===== src/rtl/overlay_compositor.sv =====
// Prioritised rectangle overlays over BG_COLOR; fixed 3+ROM_LAT cycle latency, free-running, no stalls.
// Define OVERLAY_SCALE2X_EN to honour the per-layer scale2x ctrl bit (2x2 pixel replication).
module overlay_compositor #(
  parameter int          NUM_LAYERS   = 4,
  parameter int          COORD_W      = 10,
  parameter int          ADDR_W       = 16,
  parameter int          ROM_LAT      = 1,
  parameter logic [23:0] BG_COLOR     = 24'h000000,
  parameter int          BLINK_FRAMES = 30
) (
  input  logic                         clk,
  input  logic                         rst,
  input  logic [COORD_W-1:0]           next_x,
  input  logic [COORD_W-1:0]           next_y,
  input  logic                         cfg_we,
  input  logic [2:0]                   cfg_layer,
  input  logic [2:0]                   cfg_field,
  input  logic [23:0]                  cfg_data,
  output logic [NUM_LAYERS*ADDR_W-1:0] rom_addr,
  input  logic [NUM_LAYERS-1:0]        rom_q,
  output logic [23:0]                  color_out,
  output logic                         hit,
  output logic [2:0]                   hit_layer,
  output logic                         frame_start
);

  localparam int EW    = COORD_W + 2;
  localparam int CNT_W = (BLINK_FRAMES > 1) ? $clog2(BLINK_FRAMES) : 1;

  logic [COORD_W-1:0] sh_x0 [NUM_LAYERS], sh_y0 [NUM_LAYERS], sh_w [NUM_LAYERS], sh_h [NUM_LAYERS];
  logic [COORD_W-1:0] act_x0[NUM_LAYERS], act_y0[NUM_LAYERS], act_w[NUM_LAYERS], act_h[NUM_LAYERS];
  logic [2:0]         sh_ctrl[NUM_LAYERS], act_ctrl[NUM_LAYERS];
  logic [23:0]        sh_col [NUM_LAYERS], act_col [NUM_LAYERS];

  logic             at0, at0_q;
  logic [CNT_W-1:0] blink_cnt;
  logic             blink_hid;

  always_ff @(posedge clk or negedge rst) begin
    if (!rst) begin
      for (int i = 0; i < NUM_LAYERS; i++) begin
        sh_x0[i] <= '0; sh_y0[i] <= '0; sh_w[i] <= '0; sh_h[i] <= '0;
        sh_ctrl[i] <= '0; sh_col[i] <= '0;
      end
    end else if (cfg_we) begin
      // out-of-range layer indices simply never match
      for (int i = 0; i < NUM_LAYERS; i++) begin
        if (cfg_layer == i[2:0]) begin
          case (cfg_field)
            3'd0: sh_x0[i]   <= cfg_data[COORD_W-1:0];
            3'd1: sh_y0[i]   <= cfg_data[COORD_W-1:0];
            3'd2: sh_w[i]    <= cfg_data[COORD_W-1:0];
            3'd3: sh_h[i]    <= cfg_data[COORD_W-1:0];
            3'd4: sh_ctrl[i] <= cfg_data[2:0];
            3'd5: sh_col[i]  <= cfg_data;
            default: ;
          endcase
        end
      end
    end
  end

  assign at0         = (next_x == '0) && (next_y == '0);
  assign frame_start = at0 && !at0_q && rst;

  always_ff @(posedge clk or negedge rst) begin
    if (!rst) begin
      at0_q     <= 1'b0;
      blink_cnt <= '0;
      blink_hid <= 1'b0;
      for (int i = 0; i < NUM_LAYERS; i++) begin
        act_x0[i] <= '0; act_y0[i] <= '0; act_w[i] <= '0; act_h[i] <= '0;
        act_ctrl[i] <= '0; act_col[i] <= '0;
      end
    end else begin
      at0_q <= at0;
      if (frame_start) begin
        for (int i = 0; i < NUM_LAYERS; i++) begin
          act_x0[i] <= sh_x0[i]; act_y0[i] <= sh_y0[i]; act_w[i] <= sh_w[i]; act_h[i] <= sh_h[i];
          act_ctrl[i] <= sh_ctrl[i]; act_col[i] <= sh_col[i];
        end
        if (blink_cnt == CNT_W'(BLINK_FRAMES - 1)) begin
          blink_cnt <= '0;
          blink_hid <= !blink_hid;
        end else begin
          blink_cnt <= blink_cnt + 1'b1;
        end
      end
    end
  end

  logic [EW-1:0]           ext_w[NUM_LAYERS], ext_h[NUM_LAYERS];
  logic [COORD_W-1:0]      rx_c[NUM_LAYERS], ry_c[NUM_LAYERS], rx1[NUM_LAYERS], ry1[NUM_LAYERS];
  logic [NUM_LAYERS-1:0]   in_c, vis_c, sc_c, in1, vis1, scale_unused;
  logic [ADDR_W-1:0]       addr_c[NUM_LAYERS];
  logic [NUM_LAYERS*24-1:0] col_pk;

  always_comb begin
    for (int i = 0; i < NUM_LAYERS; i++) begin
`ifdef OVERLAY_SCALE2X_EN
      sc_c[i] = act_ctrl[i][2];
`else
      sc_c[i] = 1'b0;
`endif
      scale_unused[i] = act_ctrl[i][2];
      ext_w[i] = sc_c[i] ? {1'b0, act_w[i], 1'b0} : {2'b00, act_w[i]};
      ext_h[i] = sc_c[i] ? {1'b0, act_h[i], 1'b0} : {2'b00, act_h[i]};
      // widened compares keep x0+extent from wrapping past the coordinate range
      in_c[i] = act_ctrl[i][0]
             && ({2'b00, next_x} >= {2'b00, act_x0[i]})
             && ({2'b00, next_x} <  {2'b00, act_x0[i]} + ext_w[i])
             && ({2'b00, next_y} >= {2'b00, act_y0[i]})
             && ({2'b00, next_y} <  {2'b00, act_y0[i]} + ext_h[i]);
      vis_c[i] = !(act_ctrl[i][1] && blink_hid);
      rx_c[i]  = next_x - act_x0[i];
      ry_c[i]  = next_y - act_y0[i];
      if (sc_c[i]) begin
        rx_c[i] = rx_c[i] >> 1;
        ry_c[i] = ry_c[i] >> 1;
      end
      addr_c[i] = ADDR_W'(ry1[i]) * ADDR_W'(act_w[i]) + ADDR_W'(rx1[i]);
      col_pk[i*24 +: 24] = act_col[i];
    end
  end

  always_ff @(posedge clk or negedge rst) begin
    if (!rst) begin
      in1  <= '0;
      vis1 <= '0;
      for (int i = 0; i < NUM_LAYERS; i++) begin
        rx1[i] <= '0;
        ry1[i] <= '0;
      end
    end else begin
      in1  <= in_c;
      vis1 <= vis_c;
      for (int i = 0; i < NUM_LAYERS; i++) begin
        rx1[i] <= rx_c[i];
        ry1[i] <= ry_c[i];
      end
    end
  end

  // index 0 is the address stage; index ROM_LAT lines up with rom_q
  logic [NUM_LAYERS-1:0]    live_p[ROM_LAT+1];
  logic [NUM_LAYERS*24-1:0] col_p [ROM_LAT+1];

  always_ff @(posedge clk or negedge rst) begin
    if (!rst) begin
      rom_addr <= '0;
      for (int j = 0; j <= ROM_LAT; j++) begin
        live_p[j] <= '0;
        col_p[j]  <= '0;
      end
    end else begin
      for (int i = 0; i < NUM_LAYERS; i++)
        rom_addr[i*ADDR_W +: ADDR_W] <= in1[i] ? addr_c[i] : '0;
      live_p[0] <= in1 & vis1;
      col_p[0]  <= col_pk;
      for (int j = 1; j <= ROM_LAT; j++) begin
        live_p[j] <= live_p[j-1];
        col_p[j]  <= col_p[j-1];
      end
    end
  end

  logic        win_c;
  logic [2:0]  idx_c;
  logic [23:0] colw_c;

  always_comb begin
    win_c  = 1'b0;
    idx_c  = 3'd0;
    colw_c = BG_COLOR;
    for (int i = NUM_LAYERS - 1; i >= 0; i--) begin
      if (live_p[ROM_LAT][i] && rom_q[i]) begin
        win_c  = 1'b1;
        idx_c  = i[2:0];
        colw_c = col_p[ROM_LAT][i*24 +: 24];
      end
    end
  end

  always_ff @(posedge clk or negedge rst) begin
    if (!rst) begin
      color_out <= BG_COLOR;
      hit       <= 1'b0;
      hit_layer <= 3'd0;
    end else begin
      color_out <= colw_c;
      hit       <= win_c;
      hit_layer <= idx_c;
    end
  end

endmodule


===== config.mk =====
export PLATFORM = sky130hd
export DESIGN_NAME = overlay_compositor
export DESIGN_NICKNAME = d
export VERILOG_FILES = /design/src/rtl/overlay_compositor.sv
export SDC_FILE = /design/constraint.sdc
export NUM_CORES = 2
export LEC_CHECK = 0
export CORE_MARGIN = 1
export CORE_UTILIZATION = 45
export CTS_BUF_LIST = sky130_fd_sc_hd__clkbuf_8
export DETAILED_ROUTE_END_ITERATION = 10
export GPL_ROUTABILITY_DRIVEN = 0
export SYNTH_ARGS = -nofsm -noshare
export SYNTH_HDL_FRONTEND = slang
export SYNTH_SLANG_ARGS = --single-unit

===== constraint.sdc =====
create_clock -name clk -period 5.4 [get_ports clk]
set_input_delay 0.54 -clock clk [delete_from_list [all_inputs] [get_ports clk]]
set_output_delay 0.54 -clock clk [all_outputs]
set_load 0.05 [all_outputs]

==> flow_summary.ini <==
[worst_setup_path]
path_cells = nand2_1, fa_1, inv_1, fa_1, fa_1, fa_1, inv_1, fa_1, inv_1, ha_1, a41oi_1, o21ai_0, a21oi_1, a21oi_1, nor3_1, and3b_1
critical_path.top_delay_family = adder cells
cp-start-kind = flip-flop
worstPathArrival_ns = 5.78
crit_fanout = 13
crit_type = reg -> reg
worstSetupEndpointType = flip-flop
cp_slowest_cell = dfrtp_1
cp.required_ns = 6.11
cpPeakStageDelay_ns = 0.66
critPathBufInv = 3
path_common_cell = fa_1

[route]
wirelength_um = 122000
wl_met1_um = 56800
met2_length_um = 57400
first_pass_iters = 5
drt_iter0_markers = 2072
via_count = 34400
wl_met3_um = 4820
drc = 0
vias_per_cell = 5.15
dr.max_layer_used = met5
wl_per_cell_um = 18.3
ant_nets = 0

[floorplan]
core_area_mm2 = 0.113
start_util_pct = 45.6
dieHeight_um = 341
io_pins = 150
dieArea_mm2 = 0.116
fp-row-count = 123
dieWidth_um = 341

[yosys]
synth_flop_cell = dfrtp_1
syn-cell-area_mm2 = 0.0516
synth-seq-cells = 914
avgSynthCellArea_um2 = 10.6
synthArstFlopShare_pct = 100
yosysWarnings = 0
synth_edf_count = 0
ys_types = 72
syn_inst = 4865
ys_seq_area_share_pct = 44.3
syn_nets = 5604

[global_routing]
overflow = 0
antenna_found_initial = 7
grt_pass1_wl_um = 197000
grt_start_max_net_pins = 200
grt_use_total_pct = 21.8
first_global_vias = 35500

[clock_tree]
ctsHtreeMaxLevel = 4
cts_resized = 0
clk_latency_ns = 0.88
cts-root-buf = clkbuf_8
postCtsSetupBuffers = 0
cts_buffers = 158
cts_buffer_depth = 3
cts.sinks = 914
clk_pin_slew_ns = 0.06
cts_tree = built
cts_hold_buf = 1

[power]
ir_drop_uv = 215
leakage_nw = 30.4
power.density_mw_per_mm2 = 258

[run_status]
status = finished, final reports clean

[timing]
relSlewSlack_pct = 27.4
rsz0062_at_grt = false
finalHoldViolCount = 0
timing.fmax_mhz = 197
worst_pin_slew_ns = 1.08
clock_skew_ns = 0.0581
setup_tns_ns = 0
finalCritPeriodShare_pct = 93.8
setup_viol = 0
drv_slew = 0
holdWs_ns = 0.202
period_minus_slack_ns = 5.07

[cells_and_area]
drive_gt1_share_pct = 11.3
utilization_pct = 51.5
layout_commonest_cell = nand2_1
fin_nets = 5805
final_cell_mix = nand2_1, dfrtp_1, inv_1, ha_1, fa_1
syn2layout_area_growth_pct = 13.0

[job]
cap_violations = 0

[placed_design]
hpwl_um = 82800
port_buffers = 148

[worst_hold_path]
min_path_type = in -> async
worst paths after layout:
path	from	to	slack, ns	cells past startpoint
worst max-delay path	act_w[11]	rom_addr[47]	0.33	16
worst min-delay path	rst	sh_y0[30]	0.20	2
worst max register to register	act_w[11]	rom_addr[47]	0.33	16
worst min register to register	col_p[102]	col_p[6]	0.31	0
max in group asynchronous	rst	sh_col[10]	3.23	4
min in group clk	col_p[102]	col_p[6]	0.31	0
cell families after synthesis:
kind of cell               synth area share, %
and+or+nand+nor                           13.8
xor gates and xnor gates                  3.04
adders and majority gates                 20.7
DFF                                       44.3
muxes                                     5.78
buffers and inverters                     5.08
AOI/OAI and AO/OA                         7.32
other                                  0.00727
Yosys cell counts (all sizes together) (39+ instances only):
library cell	instances	area (um^2)
nor3	74	375
dfrtp	914	22900
and2	268	1680
o21ai	229	1150
mux2	264	2970
inv	507	1900
a21oi	110	551
a21o	39	293
xnor2	113	990
clkbuf	106	398
ha	398	4980
fa	284	5690
nand2	933	3500
buf	63	320
xor2	66	578
nor2	107	407
where the power goes:
group / internal [mW] / total [mW] / switching (mW)
logic: 0.390 / 0.905 / 0.515
registers: 7.16 / 7.36 / 0.207
clock network: 3.73 / 6.78 / 3.05
total: 11.3 / 15.1 / 3.77
worst register-to-register path, cell delays in order (launching register included):
cell	delay, ns
dfrtp_1	0.66
nand2_1	0.16
fa_1	0.56
inv_1	0.05
fa_1	0.48
fa_1	0.51
fa_1	0.50
inv_1	0.06
fa_1	0.48
inv_1	0.04
ha_1	0.34
a41oi_1	0.23
o21ai_0	0.16
a21oi_1	0.21
a21oi_1	0.10
nor3_1	0.18
and3b_1	0.20
flip-flops by register name (all words and copies together), names as in the netlist, 64 cells and up:
| register | cells |
|---|---|
| col_p | 192 |
| act_col | 96 |
| sh_col | 96 |
| rom_addr | 64 |
area by class of cell:
type | instances | area, um^2
clock buffer | 192 | 2640
sequential | 914 | 22900
multi-input combinational | 3275 | 26100
antenna | 2 | 5.00
fill | 10200 | 54800
inverter | 507 | 1910
timing repair buffer | 210 | 2040
tap | 1500 | 1880
clock inverter | 83 | 821
stage by stage:
| stage | worst slack [ns] | total power [mW] | area (um^2) | cells |
|---|---|---|---|---|
| global route | 0.0415 | 15.7 | 58300 | 6683 |
| finish | 0.333 | 15.1 | 58300 | 6683 |
| floorplan | 0.678 | 7.92 | 51600 | 4865 |
| detailed placement | 0.389 | 8.40 | 54800 | 6405 |
| CTS | 0.322 | 15.3 | 58300 | 6681 |
| global placement | 0.514 | 8.37 | 54800 | 6405 |
metal layers:
metal | GRT usage, % | vias up
li1 | - | 16300
met3 | 3.16 | 188
met2 | 35.0 | 652
met1 | 30.3 | 17300
met5 | 0 | -
met4 | 7.40 | 6
Note: power is estimated with default switching activity, not from simulation.
